===== config.mk =====
export PLATFORM = sky130hd
export DESIGN_NAME = io_out_port_flat
export DESIGN_NICKNAME = d
export VERILOG_FILES = /design/src/rtl/riscv_io_pkg.sv /design/src/rtl/io_out_port_if.sv /design/src/rtl/io_out_fifo.sv /design/src/rtl/io_out_port.sv /design/src/flat_wrapper.sv
export SDC_FILE = /design/constraint.sdc
export NUM_CORES = 1
export LEC_CHECK = 0
export BUFFER_PORTS_ARGS = -buffer_cell sky130_fd_sc_hd__buf_2
export CORE_MARGIN = 2
export CORE_UTILIZATION = 58
export CTS_CLUSTER_DIAMETER = 200
export CTS_CLUSTER_SIZE = 25
export DETAILED_ROUTE_END_ITERATION = 8
export HOLD_SLACK_MARGIN = 0.03
export PLACE_DENSITY_LB_ADDON = 0.08
export SLEW_MARGIN = 10
export SYNTH_ARGS = -nofsm -noshare
export SYNTH_HDL_FRONTEND = slang
export SYNTH_SLANG_ARGS = --single-unit

===== constraint.sdc =====
create_clock -name clk -period 3 [get_ports clk]
set_input_delay 0.6 -clock clk [delete_from_list [all_inputs] [get_ports clk]]
set_output_delay 0.6 -clock clk [all_outputs]
set_load 0.05 [all_outputs]

===== src/rtl/riscv_io_pkg.sv =====
// Shared definitions for the core's I/O port blocks: default widths/depths
// and the output-stage state encoding.
package riscv_io_pkg;

  localparam int IO_DATA_W     = 32;
  localparam int IO_FIFO_DEPTH = 4;

  typedef enum logic {
    OUT_EMPTY = 1'b0,
    OUT_FULL  = 1'b1
  } out_state_e;

endpackage


===== src/rtl/io_out_port_if.sv =====
// Bundle between decode/register file, the output port and the peripheral.
// The slave modport is the output port's view; master is the surrounding system.
interface io_out_port_if
  import riscv_io_pkg::*;
#(
  parameter int DATA_W = IO_DATA_W,
  parameter int DEPTH  = IO_FIFO_DEPTH
);
  localparam int OCC_W = $clog2(DEPTH + 1) + 1;

  logic [DATA_W-1:0] rf_data;
  logic              io_out_en;
  logic              io_out_stall;
  logic [DATA_W-1:0] io_data;
  logic              io_valid;
  logic              io_ready;
  logic [OCC_W-1:0]  occupancy;
  logic              overflow;

  modport master (
    output rf_data, io_out_en, io_ready,
    input  io_out_stall, io_data, io_valid, occupancy, overflow
  );

  modport slave (
    input  rf_data, io_out_en, io_ready,
    output io_out_stall, io_data, io_valid, occupancy, overflow
  );

endinterface


===== src/rtl/io_out_fifo.sv =====
// Circular buffer feeding the output register. The head is read
// combinationally so the output stage can load it in the same cycle it pops.
module io_out_fifo
  import riscv_io_pkg::*;
#(
  parameter int DATA_W = IO_DATA_W,
  parameter int DEPTH  = IO_FIFO_DEPTH,
  localparam int PTR_W = $clog2(DEPTH),
  localparam int CNT_W = $clog2(DEPTH + 1)
) (
  input  logic              clk,
  input  logic              rst,
  input  logic              push,
  input  logic [DATA_W-1:0] wr_data,
  input  logic              pop,
  output logic [DATA_W-1:0] rd_data,
  output logic [CNT_W-1:0]  count,
  output logic              full,
  output logic              empty
);

  logic [DATA_W-1:0] mem_reg [DEPTH];
  logic [PTR_W-1:0]  wr_ptr_reg;
  logic [PTR_W-1:0]  rd_ptr_reg;
  logic [CNT_W-1:0]  count_reg;
  logic              do_push;
  logic              do_pop;

  assign full    = (count_reg == CNT_W'(DEPTH));
  assign empty   = (count_reg == '0);
  assign do_push = push && !full;
  assign do_pop  = pop && !empty;
  assign rd_data = mem_reg[rd_ptr_reg];
  assign count   = count_reg;

  always_ff @(posedge clk) begin
    if (do_push) begin
      mem_reg[wr_ptr_reg] <= wr_data;
    end
  end

  // Pointers wrap naturally because DEPTH is a power of two.
  always_ff @(posedge clk) begin
    if (rst) begin
      wr_ptr_reg <= '0;
      rd_ptr_reg <= '0;
      count_reg  <= '0;
    end else begin
      if (do_push) wr_ptr_reg <= wr_ptr_reg + PTR_W'(1);
      if (do_pop)  rd_ptr_reg <= rd_ptr_reg + PTR_W'(1);
      case ({do_push, do_pop})
        2'b10:   count_reg <= count_reg + CNT_W'(1);
        2'b01:   count_reg <= count_reg - CNT_W'(1);
        default: count_reg <= count_reg;
      endcase
    end
  end

endmodule


===== src/rtl/io_out_port.sv =====
// Output port: buffers words issued by decode and presents them to the
// peripheral over valid/ready, stalling the core only when the FIFO is full.
module io_out_port
  import riscv_io_pkg::*;
#(
  parameter int DATA_W = IO_DATA_W,
  parameter int DEPTH  = IO_FIFO_DEPTH
) (
  input logic          clk,
  input logic          rst,
  io_out_port_if.slave bus
);

  localparam int CNT_W = $clog2(DEPTH + 1);
  localparam int OCC_W = $clog2(DEPTH + 1) + 1;

  out_state_e        state_reg;
  logic [DATA_W-1:0] out_data_reg;
  logic              overflow_reg;

  logic [DATA_W-1:0] fifo_head;
  logic [CNT_W-1:0]  fifo_count;
  logic              fifo_full;
  logic              fifo_empty;

  logic              out_full;
  logic              transfer;
  logic              can_load;
  logic              fifo_pop;
  logic              bypass;
  logic              fifo_push;
  logic              drop;

  assign out_full  = (state_reg == OUT_FULL);
  assign transfer  = out_full && bus.io_ready;
  assign can_load  = !out_full || transfer;
  // Buffered words always take priority over the incoming word to keep order.
  assign fifo_pop  = can_load && !fifo_empty;
  assign bypass    = can_load && fifo_empty && bus.io_out_en;
  assign fifo_push = bus.io_out_en && !bypass && !fifo_full;
  assign drop      = bus.io_out_en && !bypass && fifo_full;

  io_out_fifo #(
    .DATA_W (DATA_W),
    .DEPTH  (DEPTH)
  ) u_fifo (
    .clk     (clk),
    .rst     (rst),
    .push    (fifo_push),
    .wr_data (bus.rf_data),
    .pop     (fifo_pop),
    .rd_data (fifo_head),
    .count   (fifo_count),
    .full    (fifo_full),
    .empty   (fifo_empty)
  );

  always_ff @(posedge clk) begin
    if (rst) begin
      state_reg    <= OUT_EMPTY;
      out_data_reg <= '0;
      overflow_reg <= 1'b0;
    end else begin
      if (fifo_pop) begin
        out_data_reg <= fifo_head;
        state_reg    <= OUT_FULL;
      end else if (bypass) begin
        out_data_reg <= bus.rf_data;
        state_reg    <= OUT_FULL;
      end else if (transfer) begin
        state_reg    <= OUT_EMPTY;
      end
      if (drop) begin
        overflow_reg <= 1'b1;
      end
    end
  end

  assign bus.io_valid     = out_full;
  assign bus.io_data      = out_data_reg;
  assign bus.io_out_stall = fifo_full;
  assign bus.overflow     = overflow_reg;
  assign bus.occupancy    = OCC_W'(fifo_count) + OCC_W'(out_full);

endmodule


===== src/flat_wrapper.sv =====
// flat-port wrapper written by rule: the top's interface ports become plain ports
module io_out_port_flat import riscv_io_pkg::*;
#(
  parameter int DATA_W = IO_DATA_W,
  parameter int DEPTH  = IO_FIFO_DEPTH
)
  (clk, rst, bus_rf_data, bus_io_out_en, bus_io_ready, bus_io_out_stall, bus_io_data, bus_io_valid, bus_occupancy, bus_overflow);
  io_out_port_if #(.DATA_W(DATA_W), .DEPTH(DEPTH)) bus_i ();
  input logic clk;
  input logic rst;
  input wire logic [$bits(bus_i.rf_data)-1:0] bus_rf_data;
  input wire logic [$bits(bus_i.io_out_en)-1:0] bus_io_out_en;
  input wire logic [$bits(bus_i.io_ready)-1:0] bus_io_ready;
  output wire logic [$bits(bus_i.io_out_stall)-1:0] bus_io_out_stall;
  output wire logic [$bits(bus_i.io_data)-1:0] bus_io_data;
  output wire logic [$bits(bus_i.io_valid)-1:0] bus_io_valid;
  output wire logic [$bits(bus_i.occupancy)-1:0] bus_occupancy;
  output wire logic [$bits(bus_i.overflow)-1:0] bus_overflow;
  assign bus_i.rf_data = bus_rf_data;
  assign bus_i.io_out_en = bus_io_out_en;
  assign bus_i.io_ready = bus_io_ready;
  assign bus_io_out_stall = bus_i.io_out_stall;
  assign bus_io_data = bus_i.io_data;
  assign bus_io_valid = bus_i.io_valid;
  assign bus_occupancy = bus_i.occupancy;
  assign bus_overflow = bus_i.overflow;
  io_out_port #(.DATA_W(DATA_W), .DEPTH(DEPTH)) u_core (.clk(clk), .rst(rst), .bus(bus_i));
endmodule

==> flow_metrics.py, run 1 <==
metrics = {
    "routing": {
        "wl_per_cell_um": 21.26,
        "ant_nets": 0,
        "drc": 0,
        "top_layer": "met4",
        "vias": 3901,
        "vias_per_cell": 6.020,
        "routed_wl_mm": 13.78,
        "drt_iter0_markers": 325,
        "wl_met1_mm": 5.672,
        "wl_met2_mm": 6.980,
        "drtPass1Iterations": 4,
        "wl_met3_mm": 1.041,
    },
    "finish": {
        "ff_latch_area_um2": 4707,
        "area.growth.synth_to_final_pct": 17.45,
        "multi_input_area_um2": 1898,
        "nets": 536,
        "drive_gt1_share_pct": 37.82,
        "nFillCells": 801,
        "fin_util_pct": 69.78,
        "n_antenna_cell": 0,
        "largest_reg_flops": 128,
    },
    "grt": {
        "grt_pass1_wl_mm": 21.87,
        "grt_max_degree": 37,
        "grt.overflow.total": 0,
        "grt_usage_pct": 23.38,
        "grt_pass1_vias": 4084,
        "grt_antenna_before_repair": 0,
    },
    "worst_setup_path": {
        "r2r_cells": 9,
        "path_max_fanout": 7,
        "startpoint_type": "flop",
        "timing.rr.start": "u_core.u_fifo.count[2]",
        "crit_type": "flop to flop",
        "cp_data_arrival_time_ns": 2.63,
        "cp.required_ns": 3.36,
        "r2r_end": "u_core.u_fifo.count[2]",
        "cp-end-kind": "flop",
        "r2r_slack_ns": 0.73,
    },
    "floorplanning": {
        "rows": 39,
        "core_area_um2": 11420,
        "die-area_um2": 12580,
        "io_pins": 75,
        "die_y_um": 112.2,
        "start_util_pct": 59.41,
        "die_x_um": 112.2,
    },
    "synth": {
        "seq_area_frac_synth_pct": 69.35,
        "synthFlopType": "edfxtp_1",
        "ys_warn_count": 0,
        "yosysMostFrequentCell": "edfxtp_1",
        "ys_types": 29,
        "synthTopCellsByCount": "edfxtp_1, dfxtp_1, nor2_1, a21oi_1, nand3_1",
        "synth-edff-count": 128,
        "synth_top_area_cell": "edfxtp_1",
        "synth_area_um2": 6784,
        "ys_ff_latch": 171,
        "postSynthAreaPerCell_um2": 16.43,
        "syn_nets": 457,
        "async_flop_share_pct": 0,
        "synthTopCellsByArea": "edfxtp_1, dfxtp_1, mux4_2",
        "netlist_instances": 413,
        "yosysTopAreaCellShare_pct": 56.66,
    },
    "sta": {
        "fmax_mhz": 441.4,
        "slew_headroom_pct": 29.56,
        "rsz0062_at_grt": "no",
        "slew_violations": 0,
        "fin_tns_setup_ns": 0,
        "max_slew.worst_pin.slew_ns": 1.053,
        "setup_viol": 0,
        "fin_crit_sh_pct": 75.52,
        "post-route-min-period_ns": 2.266,
        "fin_ws_ns": 0.7345,
        "skew_ns": 0.01008,
        "hold_viol": 0,
    },
    "clocking": {
        "clk_path_buf_depth": 2,
        "cts-root-buf": "clkbuf_16",
        "cts_tree": "yes",
        "numCtsBuffers": 17,
        "clkSinkCount": 171,
        "ctsHoldBuffers": 0,
        "clkSlewWorstSetupHoldPaths_ns": 0.06,
        "cts_setup_buffers": 0,
        "cts_max_level": 4,
        "clock_latency_ns": 0.43,
        "cts-resized-gates": 0,
    },
    "worst_hold_path": {
        "hold_depth": 1,
        "hold_start": "bus_rf_data[19]",
        "min_delay_worst_endpoint": "u_core.u_fifo.mem_reg[1][19]",
        "hold_path_class": "primary input to flop",
    },
    "place": {
        "place_hpwl_mm": 8.097,
        "gp_congestion": 0.7325,
        "port_buffers": 74,
        "post-place-ws_ns": 0.5411,
    },
    "flow_run": {
        "drv_cap": 0,
    },
    "pwr": {
        "power-per-cell-area_nw_per_um2": 1028,
        "leakage_nw": 2.820,
        "ir_worst_vdd_v": 0.0008063,
        "total_power_mw": 8.190,
    },
    "status": {
        "status": "finished, final reports clean",
    },
}
## critical path: stages (launching register included)
cell and delay, ns:
dfxtp_1 0.46, nor3b_1 0.09, o31a_1 0.32, inv_1 0.11, ha_1 0.18, inv_1 0.06
fa_1 0.37, xor2_1 0.16, or3_1 0.32, a21oi_1 0.14
## area by class of cell
class / instances / share of cell area [%]
clock buffers: 17 / 5.339
repair buffers: 89 / 6.376
flip-flops and latches: 171 / 59.08
multi-input cells: 206 / 23.82
clock inverters: 15 / 2.811
well taps: 143 / 2.246
inverters: 7 / 0.3298
## placed cells by master (no fill, tap or decap), types with 4 or more instances in the layout
master	n
xor2_1	5
edfxtp_1	128
clkbuf_16	17
bufinv_16	5
dfxtp_1	41
inv_1	7
buf_4	13
nor2_1	41
a21oi_1	37
buf_2	74
mux4_2	32
a211oi_2	30
clkinv_4	6
ha_1	7
and2_2	4
nand3_1	33
## how the worst max path moves through the flow
| stage | startpoint | endpoint | cells after the start |
|---|---|---|---|
| detailed placement | bus_io_ready | u_core.u_fifo.count[2] | 10 |
| floorplan | bus_io_ready | u_core.u_fifo.count[2] | 11 |
| global route | u_core.u_fifo.count[2] | u_core.u_fifo.count[2] | 9 |
| finish | u_core.u_fifo.count[2] | u_core.u_fifo.count[2] | 9 |
| CTS | u_core.u_fifo.count[2] | u_core.u_fifo.count[2] | 9 |
| global placement | bus_io_ready | u_core.u_fifo.count[2] | 10 |
## per-layer routing
layer	vias to the layer above	global-route usage, %
met3	8	5.886
li1	1754	-
met1	1998	31.83
met2	141	37.79
met4	0	7.398
met5	-	0
## through the flow
step                cell area, um^2  std cells  hold WS, ns
floorplan                      6784        413       0.4692
global placement               7318        616       0.4481
detailed placement             7318        616       0.4588
CTS                            7968        648       0.3898
global route                   7968        648       0.3919
finish                         7968        648       0.4046
## power breakdown
part | total [mW] | switching [mW] | internal (mW)
clock network | 2.36 | 0.888 | 1.48
registers | 3.14 | 0.231 | 2.91
logic | 2.68 | 1.80 | 0.877
## logic make-up (layout without fill, tap and decap cells)
| group | count (synthesis) | count (layout) | synth area share [%] |
|---|---|---|---|
| XOR/XNOR | 6 | 6 | 0.7746 |
| adder cells (fa/ha/maj) | 8 | 8 | 1.586 |
| flip-flops | 171 | 171 | 69.35 |
| AND/OR/NAND/NOR | 87 | 87 | 5.847 |
| buffers and inverters | 36 | 128 | 2.785 |
| AO/OA/AOI/OAI | 73 | 73 | 9.037 |
| multiplexers | 32 | 32 | 10.62 |
No activity file was read; power rests on OpenSTA's default activity.
==> run 2, diff against run 1 <==
- clock period: 3 -> 2.37 ns (I/O delays scaled with it)
==> run 2 against run 1 <==
  * Routed wire length up 0.97%
  * Critical path depth is the same
  * Total power rose by 24%
  * Sequential share of layout area is essentially flat
  * Maximum frequency rose by 6.9%
  * Combinational power is 32% higher
  * Die area stayed put
  * Critical path type unchanged
==> flow_metrics.py, run 2 (synthesized netlist as in run 1, its figures left out) <==
metrics = {
    "status": {
        "status": "finished, final reports clean",
    },
    "sta": {
        "fin_tns_setup_ns": 0,
        "skew_ns": 0.006868,
        "whs_ns": 0.2837,
        "slew_violations": 0,
        "fin_crit_sh_pct": 89.46,
        "max_slew.worst_pin.slew_ns": 0.5001,
        "post-route-min-period_ns": 2.120,
        "fin_ws_ns": 0.2498,
        "hold_viol": 0,
        "slew_headroom_pct": 66.66,
        "fmax_mhz": 471.7,
        "setup_viol": 0,
        "rsz0062_at_grt": "no",
    },
    "finish": {
        "area.growth.synth_to_final_pct": 17.36,
        "largest_reg_flops": 128,
        "final_cell_mix": "edfxtp_1, buf_2, nor2_1, dfxtp_1, a21oi_1",
        "nFillCells": 792,
        "n_antenna_cell": 0,
        "nets": 542,
        "ff_latch_area_um2": 4707,
        "final_cells": 654,
        "multi_input_area_um2": 1898,
        "drive_gt1_share_pct": 38.16,
        "final_common_cell": "edfxtp_1",
    },
    "routing": {
        "vias_per_cell": 6.009,
        "vias": 3930,
        "wl_met3_um": 693,
        "top_layer": "met4",
        "ant_nets": 0,
        "wl_met1_mm": 6.013,
        "wl_per_cell_um": 21.27,
        "routed_wl_mm": 13.91,
        "drc": 0,
        "drt_iter0_markers": 303,
        "drtPass1Iterations": 4,
        "wl_met2_mm": 6.947,
    },
    "worst_hold_path": {
        "hold_depth": 1,
        "hold_path_class": "primary input to flop",
    },
    "grt": {
        "grt_usage_pct": 23.84,
        "grt_pass1_vias": 4105,
        "grt.overflow.total": 0,
        "grt_pass1_wl_mm": 22.35,
        "grt_antenna_before_repair": 0,
        "grt_max_degree": 43,
    },
    "clocking": {
        "numCtsBuffers": 17,
        "clk_path_buf_depth": 2,
        "cts_setup_buffers": 0,
        "clkSlewWorstSetupHoldPaths_ns": 0.06,
        "cts-root-buf": "clkbuf_16",
        "clkSinkCount": 171,
        "cts_tree": "yes",
        "cts_max_level": 4,
        "cts-resized-gates": 0,
        "ctsHoldBuffers": 0,
        "clock_latency_ns": 0.42,
    },
    "worst_setup_path": {
        "path_max_fanout": 7,
        "startpoint_type": "flop",
        "r2r_slack_ns": 0.25,
        "r2r_cells": 9,
        "cp.required_ns": 2.73,
        "cp-end-kind": "flop",
        "cp_data_arrival_time_ns": 2.48,
        "crit_type": "flop to flop",
    },
    "place": {
        "post-place-ws_ns": 0.1414,
        "gp_congestion": 0.7406,
        "post-place-cells": 622,
        "port_buffers": 74,
        "place_hpwl_mm": 8.222,
    },
    "flow_run": {
        "drv_cap": 0,
    },
    "floorplanning": {
        "start_util_pct": 59.41,
        "die_y_um": 112.2,
        "die_x_um": 112.2,
        "rows": 39,
        "die-area_um2": 12580,
        "io_pins": 75,
        "core_area_um2": 11420,
    },
    "pwr": {
        "leakage_nw": 2.825,
        "total_power_mw": 10.16,
        "ir_worst_vdd_v": 0.001031,
        "power-per-cell-area_nw_per_um2": 1276,
    },
}
run 2: changes by cell type in the layout (fill, tap and decap cells not counted):
cell	previous run	this run
clkinvlp_4	1	2
clkinv_1	1	3
clkinv_2	2	3
buf_4	13	18
inv_6	0	2
bufinv_16	5	2
clkinv_4	6	0
buf_12	2	3
clkbuf_8	0	3
run 2: final timing paths:
kind | end | startpoint
hold reg to reg | u_core.bus.overflow | u_core.bus.overflow
setup reg to reg | u_core.u_fifo.count[2] | u_core.u_fifo.count[2]
setup / recovery | u_core.u_fifo.count[2] | u_core.u_fifo.count[2]
hold / removal | u_core.u_fifo.mem_reg[0][17] | bus_rf_data[17]
run 2: power by group:
part | switching (mW) | internal [mW]
combinational | 2.38 | 1.15
clock | 1.10 | 1.62
sequential | 0.216 | 3.69
run 2: area by class of cell:
class | instances | area share, %
Clock buffer | 20 | 5.862
Sequential cell | 171 | 59.12
Clock inverter | 12 | 1.493
Inverter | 7 | 0.3300
Timing Repair Buffer | 95 | 7.104
Tap cell | 143 | 2.247
Multi-Input combinational cell | 206 | 23.84
run 2: critical path, cell delays in order, from the launching register on:
cell and delay, ns:
dfxtp_1 0.43, nor3b_1 0.08, o31a_1 0.26, inv_1 0.08, ha_1 0.18, inv_1 0.06, fa_1 0.37, xor2_1 0.16
or3_1 0.30, a21oi_1 0.13
run 2: through the flow:
| stage | area, um^2 | util, % |
|---|---|---|
| after detailed placement | 7376 | 64.60 |
| after global placement | 7376 | 64.60 |
| final | 7961 | 69.72 |
| after floorplan | 6784 | - |
| after CTS | 7961 | 69.72 |
| after global routing | 7961 | 69.72 |
run 2: per-layer routing:
layer | GRT usage [%] | vias to the layer above
li1 | - | 1769
met1 | 33.03 | 2011
met2 | 37.71 | 126
met3 | 5.292 | 24
met4 | 9.187 | 0
met5 | 0 | -
